## src/rtl/fir_pkg.sv

```systemverilog
// rtl/fir_pkg.sv - shared widths, coefficients and FSM encoding for the serial FIR
package fir_pkg;

    localparam int DW    = 12;
    localparam int CW    = 12;
    localparam int NTAP  = 16;
    localparam int OW    = 29;
    localparam int NHALF = NTAP / 2;
    localparam int PW    = DW + 1;
    localparam int MW    = PW + CW;
    localparam int CNTW  = $clog2(NHALF);
    localparam int XIW   = $clog2(NTAP);

    // Lower half of the symmetric kernel; tap 15-k reuses entry k.
    localparam logic [CW-1:0] FIR_COE [0:NHALF-1] = '{
        12'd11, 12'd31, 12'd63, 12'd104, 12'd152, 12'd198, 12'd235, 12'd255
    };

    typedef enum logic {
        ST_IDLE = 1'b0,
        ST_MAC  = 1'b1
    } fir_state_t;

endpackage

```

## src/rtl/fir_mac_unit.sv

```systemverilog
// rtl/fir_mac_unit.sv - symmetric pre-adder, multiplier and accumulator
module fir_mac_unit
    import fir_pkg::*;
(
    input  logic          clk,
    input  logic          rstn,
    input  logic          i_clr,
    input  logic          i_en,
    input  logic [DW-1:0] i_xa,
    input  logic [DW-1:0] i_xb,
    input  logic [CW-1:0] i_coe,
    output logic [OW-1:0] o_sum
);

    logic [PW-1:0] w_pre;
    logic [MW-1:0] w_prod;
    logic [OW-1:0] r_acc;

    assign w_pre  = {1'b0, i_xa} + {1'b0, i_xb};
    assign w_prod = MW'(w_pre) * MW'(i_coe);
    // o_sum includes the current product so the last pair needs no extra cycle.
    assign o_sum  = r_acc + OW'(w_prod);

    always_ff @(posedge clk or negedge rstn) begin
        if (!rstn) begin
            r_acc <= '0;
        end else if (i_clr) begin
            r_acc <= '0;
        end else if (i_en) begin
            r_acc <= o_sum;
        end
    end

endmodule

```

## src/rtl/fir_serial.sv

```systemverilog
// rtl/fir_serial.sv - 16-tap symmetric FIR, one MAC time-shared over 8 cycles per sample
module fir_serial
    import fir_pkg::*;
(
    input  logic          clk,
    input  logic          rstn,
    input  logic          en,
    input  logic [DW-1:0] xin,
    output logic          ready,
    output logic          valid,
    output logic [OW-1:0] yout,
    output logic          ovf,
    input  logic          ovf_clr
);

    fir_state_t     r_state;
    fir_state_t     w_state_nxt;
    logic [DW-1:0]  r_x [0:NTAP-1];
    logic [CNTW-1:0] r_cnt;
    logic [OW-1:0]  r_yout;
    logic           r_valid;
    logic           r_ovf;

    logic           w_ready;
    logic           w_mac_en;
    logic           w_last;
    logic           w_accept;
    logic           w_overrun;
    logic [XIW-1:0] w_idx_a;
    logic [XIW-1:0] w_idx_b;
    logic [CW-1:0]  w_coe;
    logic [OW-1:0]  w_sum;

    always_ff @(posedge clk or negedge rstn) begin
        if (!rstn) begin
            r_state <= ST_IDLE;
        end else begin
            r_state <= w_state_nxt;
        end
    end

    always_comb begin
        w_state_nxt = r_state;
        case (r_state)
            ST_IDLE: if (en) w_state_nxt = ST_MAC;
            ST_MAC:  if (r_cnt == CNTW'(NHALF - 1)) w_state_nxt = ST_IDLE;
            default: w_state_nxt = ST_IDLE;
        endcase
    end

    always_comb begin
        w_ready  = 1'b0;
        w_mac_en = 1'b0;
        w_last   = 1'b0;
        case (r_state)
            ST_IDLE: w_ready = 1'b1;
            ST_MAC: begin
                w_mac_en = 1'b1;
                w_last   = (r_cnt == CNTW'(NHALF - 1));
            end
            default: w_ready = 1'b0;
        endcase
    end

    assign w_accept  = en & w_ready;
    assign w_overrun = en & ~w_ready;

    always_ff @(posedge clk or negedge rstn) begin
        if (!rstn) begin
            for (int k = 0; k < NTAP; k++) r_x[k] <= '0;
        end else if (w_accept) begin
            r_x[0] <= xin;
            for (int k = 1; k < NTAP; k++) r_x[k] <= r_x[k-1];
        end
    end

    always_ff @(posedge clk or negedge rstn) begin
        if (!rstn) begin
            r_cnt <= '0;
        end else if (w_accept) begin
            r_cnt <= '0;
        end else if (w_mac_en) begin
            r_cnt <= r_cnt + 1'b1;
        end
    end

    // Pair k folds tap k with its mirror tap NTAP-1-k.
    assign w_idx_a = XIW'(r_cnt);
    assign w_idx_b = XIW'(NTAP - 1) - w_idx_a;
    assign w_coe   = FIR_COE[r_cnt];

    fir_mac_unit u_mac (
        .clk   (clk),
        .rstn  (rstn),
        .i_clr (w_accept),
        .i_en  (w_mac_en),
        .i_xa  (r_x[w_idx_a]),
        .i_xb  (r_x[w_idx_b]),
        .i_coe (w_coe),
        .o_sum (w_sum)
    );

    always_ff @(posedge clk or negedge rstn) begin
        if (!rstn) begin
            r_valid <= 1'b0;
            r_yout  <= '0;
        end else begin
            r_valid <= w_last;
            if (w_last) r_yout <= w_sum;
        end
    end

    // A dropped sample in the same cycle as a clear keeps the flag set.
    always_ff @(posedge clk or negedge rstn) begin
        if (!rstn) begin
            r_ovf <= 1'b0;
        end else if (w_overrun) begin
            r_ovf <= 1'b1;
        end else if (ovf_clr) begin
            r_ovf <= 1'b0;
        end
    end

    assign ready = w_ready;
    assign valid = r_valid;
    assign yout  = r_yout;
    assign ovf   = r_ovf;

endmodule

```

## config.mk

```make
export PLATFORM = sky130hd
export DESIGN_NAME = fir_serial
export DESIGN_NICKNAME = d
export VERILOG_FILES = /design/src/rtl/fir_pkg.sv /design/src/rtl/fir_mac_unit.sv /design/src/rtl/fir_serial.sv
export SDC_FILE = /design/constraint.sdc
export NUM_CORES = 1
export LEC_CHECK = 0
export BUFFER_PORTS_ARGS = -buffer_cell sky130_fd_sc_hd__buf_2
export CAP_MARGIN = 20
export CORE_ASPECT_RATIO = 0.9
export CORE_UTILIZATION = 45
export CTS_CLUSTER_DIAMETER = 100
export DETAILED_ROUTE_END_ITERATION = 12
export GPL_TIMING_DRIVEN = 0
export REMOVE_ABC_BUFFERS = 1
export SLEW_MARGIN = 20
export SYNTH_ARGS = -nofsm -noshare
export SYNTH_HDL_FRONTEND = slang
export SYNTH_HIERARCHICAL = 1
export SYNTH_SLANG_ARGS = --single-unit
```

## constraint.sdc

```tcl
create_clock -name clk -period 8.1 [get_ports clk]
set_clock_uncertainty 0.05 [all_clocks]
set_input_delay 0.81 -clock clk [delete_from_list [all_inputs] [get_ports clk]]
set_output_delay 0.81 -clock clk [all_outputs]
set_load 0.02 [all_outputs]
```

## Yosys cells after proc, flatten, opt, wreduce, memory -nomap -nowiden

Memories as Yosys holds them, arrays and structs flattened.
Index checks and enable logic that the tools add are counted.

- Register bits after elaboration: 256
- Bits in read-only memories: 96
- Bits of input ports: 16
- Output and inout port bits: 32
- Memories: 1

- Add/subtract/negate cells: 4
- Multipliers: 1
- Order comparisons: 3
- Equality and inequality tests: 1
- Mux-type cells: 20
- Bitwise operators: 6
- Reductions and logical operators: 2

Memories:

| name | words | bits a word | rd ports | clocked after Yosys merged registers in | write ports | line | RTL |
|---|---|---|---|---|---|---|---|
| (no name shown) | 8 | 12 | 1 | 0 | 0 | fir_serial.sv:90 | `assign w_coe = FIR_COE[r_cnt];` |

Operators with widths:

| kind | count |
|---|---|
| $bmux W12 S4 | 2 |
| $mux W12 | 6 |
| $mux W29 | 2 |
| $add A29 B25 Y29 | 1 |
| $mul A13 B12 Y25 | 1 |
| $add A12 B12 Y13 | 1 |
| $ge A5 B5 Y1 const B | 2 |
| $mux W1 | 7 |
| $mux W3 | 2 |
| $not A3 Y5 | 1 |
| $not A4 Y5 | 1 |
| $ge A4 B4 Y1 const B | 1 |
| $not A3 Y4 | 1 |
| $reduce_bool A2 Y1 | 2 |
| $sub A4 B3 Y4 const A | 1 |
| $add A3 B1 Y3 const B | 1 |
| $eq A3 B3 Y1 const B | 1 |
| $and A1 B1 Y1 | 2 |
| $pmux W1 S2 | 1 |
| $not A1 Y1 | 1 |

## Logic depth before layout (Yosys ltp)

- Depth in word-level cells: 10
- Depth in mapped cells: 34
- Mapped depth without buffers: 30

## Cells and area by module

The synthesis kept the hierarchy.

By module, submodules not included:

| module | instances | cells each | area an instance (sq um) |
|---|---|---|---|
| fir_serial | 1 | 591 | 10172.3 |
| fir_mac_unit | 1 | 917 | 8059.0 |

## Worst setup path before layout

No wires, ideal clock.

- Kind: flip-flop to flip-flop
- Start point: reg r_cnt[0]
- End point: reg r_yout[25] (netlist: yout[25])
- Library setup time: 0.125 ns
- Data arrival time: 7.649 ns
- Required time: 7.925 ns
- Path slack: 0.276 ns
- Cell stages (with the launch flop): 34
- Buffers on the path: 4
- Period minus slack after synthesis: 7.824 ns
- Cells stage by stage: dfrtp_1 > buf_6 > buf_6 > mux4_1 > mux2_2 > ha_1 > inv_1 > fa_1 > nor2b_1 > o21ai_1 > a21boi_1 > o32ai_2 > o21ai_1 > xor2_1 > buf_2 > and2_1 > fa_1 > inv_1 > fa_1 > inv_1 > fa_1 > fa_1 > inv_1 > fa_1 > inv_1 > ha_1 > buf_2 > and4_1 > a21boi_2 > o211ai_2 > a211oi_1 > or4_1 > and2_1 > mux2_2

- Longest elaborated chain between the ends: 8
- Elaborated cells between the ends (all ways): 18

RTL lines:

| item | line | RTL |
|---|---|---|
| start, declared | fir_serial.sv:19 | `logic [CNTW-1:0] r_cnt;` |
| start signal, assigned | fir_serial.sv:83 | `r_cnt <= r_cnt + 1'b1;` |
| $sub A4 B3 Y4 | fir_serial.sv:89 | `assign w_idx_b = XIW'(NTAP - 1) - w_idx_a;` |
| $not A4 Y5 (implied by the code) | fir_serial.sv:98 | `.i_xb (r_x[w_idx_b]),` |
| $bmux W12 S4 | fir_serial.sv:98 |  |
| $mux W12 (implied by the code) (2 in series) | fir_serial.sv:98 |  |
| $add A12 B12 Y13 | fir_mac_unit.sv:19 | `assign w_pre = {1'b0, i_xa} + {1'b0, i_xb};` |
| $mul A13 B12 Y25 * | fir_mac_unit.sv:20 | `assign w_prod = MW'(w_pre) * MW'(i_coe);` |
| $add A29 B25 Y29 * | fir_mac_unit.sv:22 | `assign o_sum = r_acc + OW'(w_prod);` |
| via w_sum[25] | fir_serial.sv:32 | `logic [OW-1:0] w_sum;` |
| end signal, assigned | fir_serial.sv:109 | `if (w_last) r_yout <= w_sum;` |
| end, declared | fir_serial.sv:20 | `logic [OW-1:0] r_yout;` |

The timed path passes the listed nets; every way through them passes the cells marked *. The select of a mux whose other input is x is not followed.
A chain may end at the register's enable or synchronous reset.

## Final worst setup path

Ends and elaborated chain as after synthesis.

==> results.py <==
metrics = {
    "critical_path": {
        "start_kind": "flop",
        "critPathArrivalTime_ns": 8.43,
        "rr_worst_depth": 30,
        "critical_path_class": "flop to flop",
        "rrSetupSlack_ns": 0.09,
        "crit_top_cell": "fa_1",
        "cp-end-kind": "flop",
        "cpPeakStageDelay_ns": 0.57,
        "cp.required_ns": 8.52,
        "r2r_start": "r_cnt[0]",
        "crit_fanout": 6,
        "worst_r2r_endpoint": "yout[25]",
        "cp_slowest_cell": "mux4_1",
    },
    "finish": {
        "drive_gt1_frac": 0.3447,
        "syn_to_final_growth_pct": 18.30,
        "nNetsFinal": 1848,
    },
    "job": {
        "drv_cap": 0,
    },
    "global_route": {
        "grt_pass1_vias": 11476,
        "antenna_found_initial": 0,
        "grt_pass1_wl_mm": 62.00,
        "grt-ovfl-total": 0,
        "grt_max_degree": 95,
        "gr-usage-all-layers": 0.1877,
    },
    "hold_path": {
        "hold_path.class": "input pin to flop",
        "worstHoldPathCells": 2,
        "min_to": "ovf",
        "hold_start": "ovf_clr",
    },
    "synthesis": {
        "yosysSeqAreaShare": 0.3514,
        "synthArstFlopShare": 1.000,
        "syn_inst": 1508,
        "ys_warn_count": 6,
        "ys_ff_latch": 256,
        "synth_edf_count": 0,
        "avgSynthCellArea_um2": 12.09,
        "synth_ff_type": "dfrtp_1",
        "synth.distinct_cells": 75,
        "netlist_area_um2": 18230,
    },
    "floorplanning": {
        "die-area_um2": 41320,
        "rows": 69,
        "ioPinCount": 48,
        "dieWidth_um": 214.2,
        "initial_core_util": 0.4591,
        "core_um2": 39710,
        "die_y_um": 193.0,
    },
    "routing": {
        "dr.first_iter.drc_count": 592,
        "antenna_left": 0,
        "wl_mm": 39.26,
        "num_vias": 11507,
        "wire_per_inst_um": 18.10,
        "drc": 0,
        "firstDrtPassIters": 6,
        "vias_per_cell": 5.305,
    },
    "sta": {
        "period_needed_ns": 8.007,
        "period_share": 0.9885,
        "setup_violations": 0,
        "hold_viol_final": 0,
        "slew_violations": 0,
        "tightest_slew_ns": 1.121,
        "hold-worst-slack_ns": 0.3607,
        "slew_headroom": 0.2526,
        "grt_setup_unrepaired": "yes",
        "max_freq_mhz": 124.9,
        "setup_ws_ns": 0.09323,
    },
    "placement": {
        "hpwl_mm": 25.94,
        "dp_slack_ns": -1.222,
        "routabilityCongestion": 0.8872,
        "io_buffers": 47,
    },
    "clock_tree": {
        "clock_latency_ns": 0.59,
        "cts_tree": "yes",
        "clkTransAtPathRegs_ns": 0.06,
        "cts_root_buf": "clkbuf_16",
        "clock-sinks": 256,
        "htreeDepth": 1,
        "cts_made_buffers": 31,
        "cts_buffer_depth": 3,
    },
    "run_status": {
        "outcome": "finished clean",
    },
}
routing by layer:
| metal | GRT usage | part of all wire | vias up |
|---|---|---|---|
| li1 | - | - | 5303 |
| met1 | 0.2642 | 0.47 | 5976 |
| met2 | 0.3129 | 0.47 | 180 |
| met3 | 0.02573 | 0.040 | 48 |
| met4 | 0.03764 | 0.016 | 0 |
| met5 | 0 | 0 | - |
stage by stage:
step | area (um^2) | utilization | cells | setup TNS (ns)
floorplan | 17830 | - | 1441 | -18.21
global placement | 18740 | 0.4718 | 2020 | -218.64
detailed placement | 18960 | 0.4775 | 2027 | -34.03
CTS | 20660 | 0.5203 | 2112 | 0
global route | 21570 | 0.5430 | 2168 | -0.4597
finish | 21570 | 0.5431 | 2169 | 0
synthesized netlist by cell type (all sizes together), types with 2 or more instances:
cell / number / area share
a31oi: 4 / 0.0017
nand4: 9 / 0.0031
a31o: 2 / 0.00096
dfrtp: 256 / 0.35
mux2: 248 / 0.15
a21o: 12 / 0.0049
nor2b: 13 / 0.0045
o211ai: 3 / 0.0018
nand2b: 9 / 0.0031
buf: 43 / 0.017
clkbuf: 39 / 0.0080
inv: 200 / 0.041
and4: 3 / 0.0014
a211o: 4 / 0.0019
o21bai: 2 / 0.0010
nand2: 90 / 0.019
o21a: 7 / 0.0029
or3: 3 / 0.0010
nor2: 42 / 0.0089
ha: 86 / 0.059
xnor2: 19 / 0.0095
mux2i: 15 / 0.0082
and2: 75 / 0.026
fa: 135 / 0.15
and2b: 2 / 0.00082
and3: 13 / 0.0045
o31ai: 3 / 0.0015
o311ai: 3 / 0.0019
a211oi: 5 / 0.0026
nor4: 3 / 0.0010
a21boi: 3 / 0.0014
mux4: 48 / 0.068
nand3: 11 / 0.0030
xor2: 13 / 0.0062
nor3: 8 / 0.0022
a22o: 6 / 0.0029
a311o: 3 / 0.0016
a21oi: 31 / 0.0089
o21ai: 21 / 0.0058
worst max path at each step:
stage	start	endpoint	slack, ns	depth (start not counted)
2_1_floorplan	r_cnt[0]	yout[25]	-0.78	29
3_3_place_gp	r_cnt[0]	yout[28]	-2.89	28
3_5_place_dp	r_cnt[0]	yout[28]	-1.22	27
4_1_cts	r_cnt[0]	yout[27]	0.0002	28
5_1_grt	r_cnt[0]	yout[25]	-0.11	31
6_report	r_cnt[0]	yout[25]	0.09	30
timing repair:
action	4_1_cts	5_1_grt
endpoints found under the setup margin	42	28
cloned	3	2
resized for setup	61	113
hold buffers	1	0
pin swaps	19	75
hold endpoints to repair	7	0
buffers inserted	23	57
cell families after synthesis:
family                   after synthesis  share of synthesized area
multiplexers                         311                     0.2298
AND/OR/NAND/NOR                      285                    0.07954
XOR/XNOR                              32                    0.01578
other                                  1                  0.0002057
flip-flops                           256                     0.3514
buffers and inverters                282                    0.06602
adder cells (fa/ha/maj)              221                     0.2073
AO/OA/AOI/OAI                        120                    0.05003
area by class of cell:
cell class	count	area, um^2
fill	3364	18140
multi-input combinational	987	11470
sequential	256	6419
timing repair buffer	135	1192
clock buffer	48	889.6
inverter	200	758.2
tap	532	665.6
clock inverter	10	168.9
antenna	1	2.502
sequential cells by signal, summed over array words and instances, names as in the netlist:
signal / count
r_x: 192
u_mac/r_acc: 29
r_cnt: 3
ovf: 1
yout: 29
r_state: 1
valid: 1
critical path, delay by kind of cell, from the launching register on:
kind | cells | cell delay [ns]
adder cells (fa/ha/maj) | 7 | 2.91
flip-flops | 1 | 0.52
AO/OA/AOI/OAI | 8 | 1.37
multiplexers | 3 | 1.14
XOR/XNOR | 1 | 0.14
AND/OR/NAND/NOR | 4 | 1.09
buffers and inverters | 7 | 0.63
cell usage in the layout, fill, tap and decap left out, drive strengths merged, types with 4 or more instances in the layout:
cell,netlist,final
bufinv,0,4
and2,75,75
clkinv,0,4
nand2,90,90
a22o,6,6
a31oi,4,4
dfrtp,256,256
o21a,7,7
nor3,8,8
nor2,42,42
ha,86,86
nand2b,9,9
a211o,4,4
mux2,248,248
conb,1,16
fa,135,135
inv,200,202
nand4,9,9
o21ai,21,21
nand3,11,11
clkbuf,39,49
mux4,48,48
mux2i,15,15
a21oi,31,31
xnor2,19,20
a21o,12,12
a211oi,5,5
and3,13,13
xor2,13,14
nor2b,13,13
buf,43,132
Power is left out: the tool's default activity adds up to more than one toggle a clock period on the data nets, which glitch-free logic cannot reach.
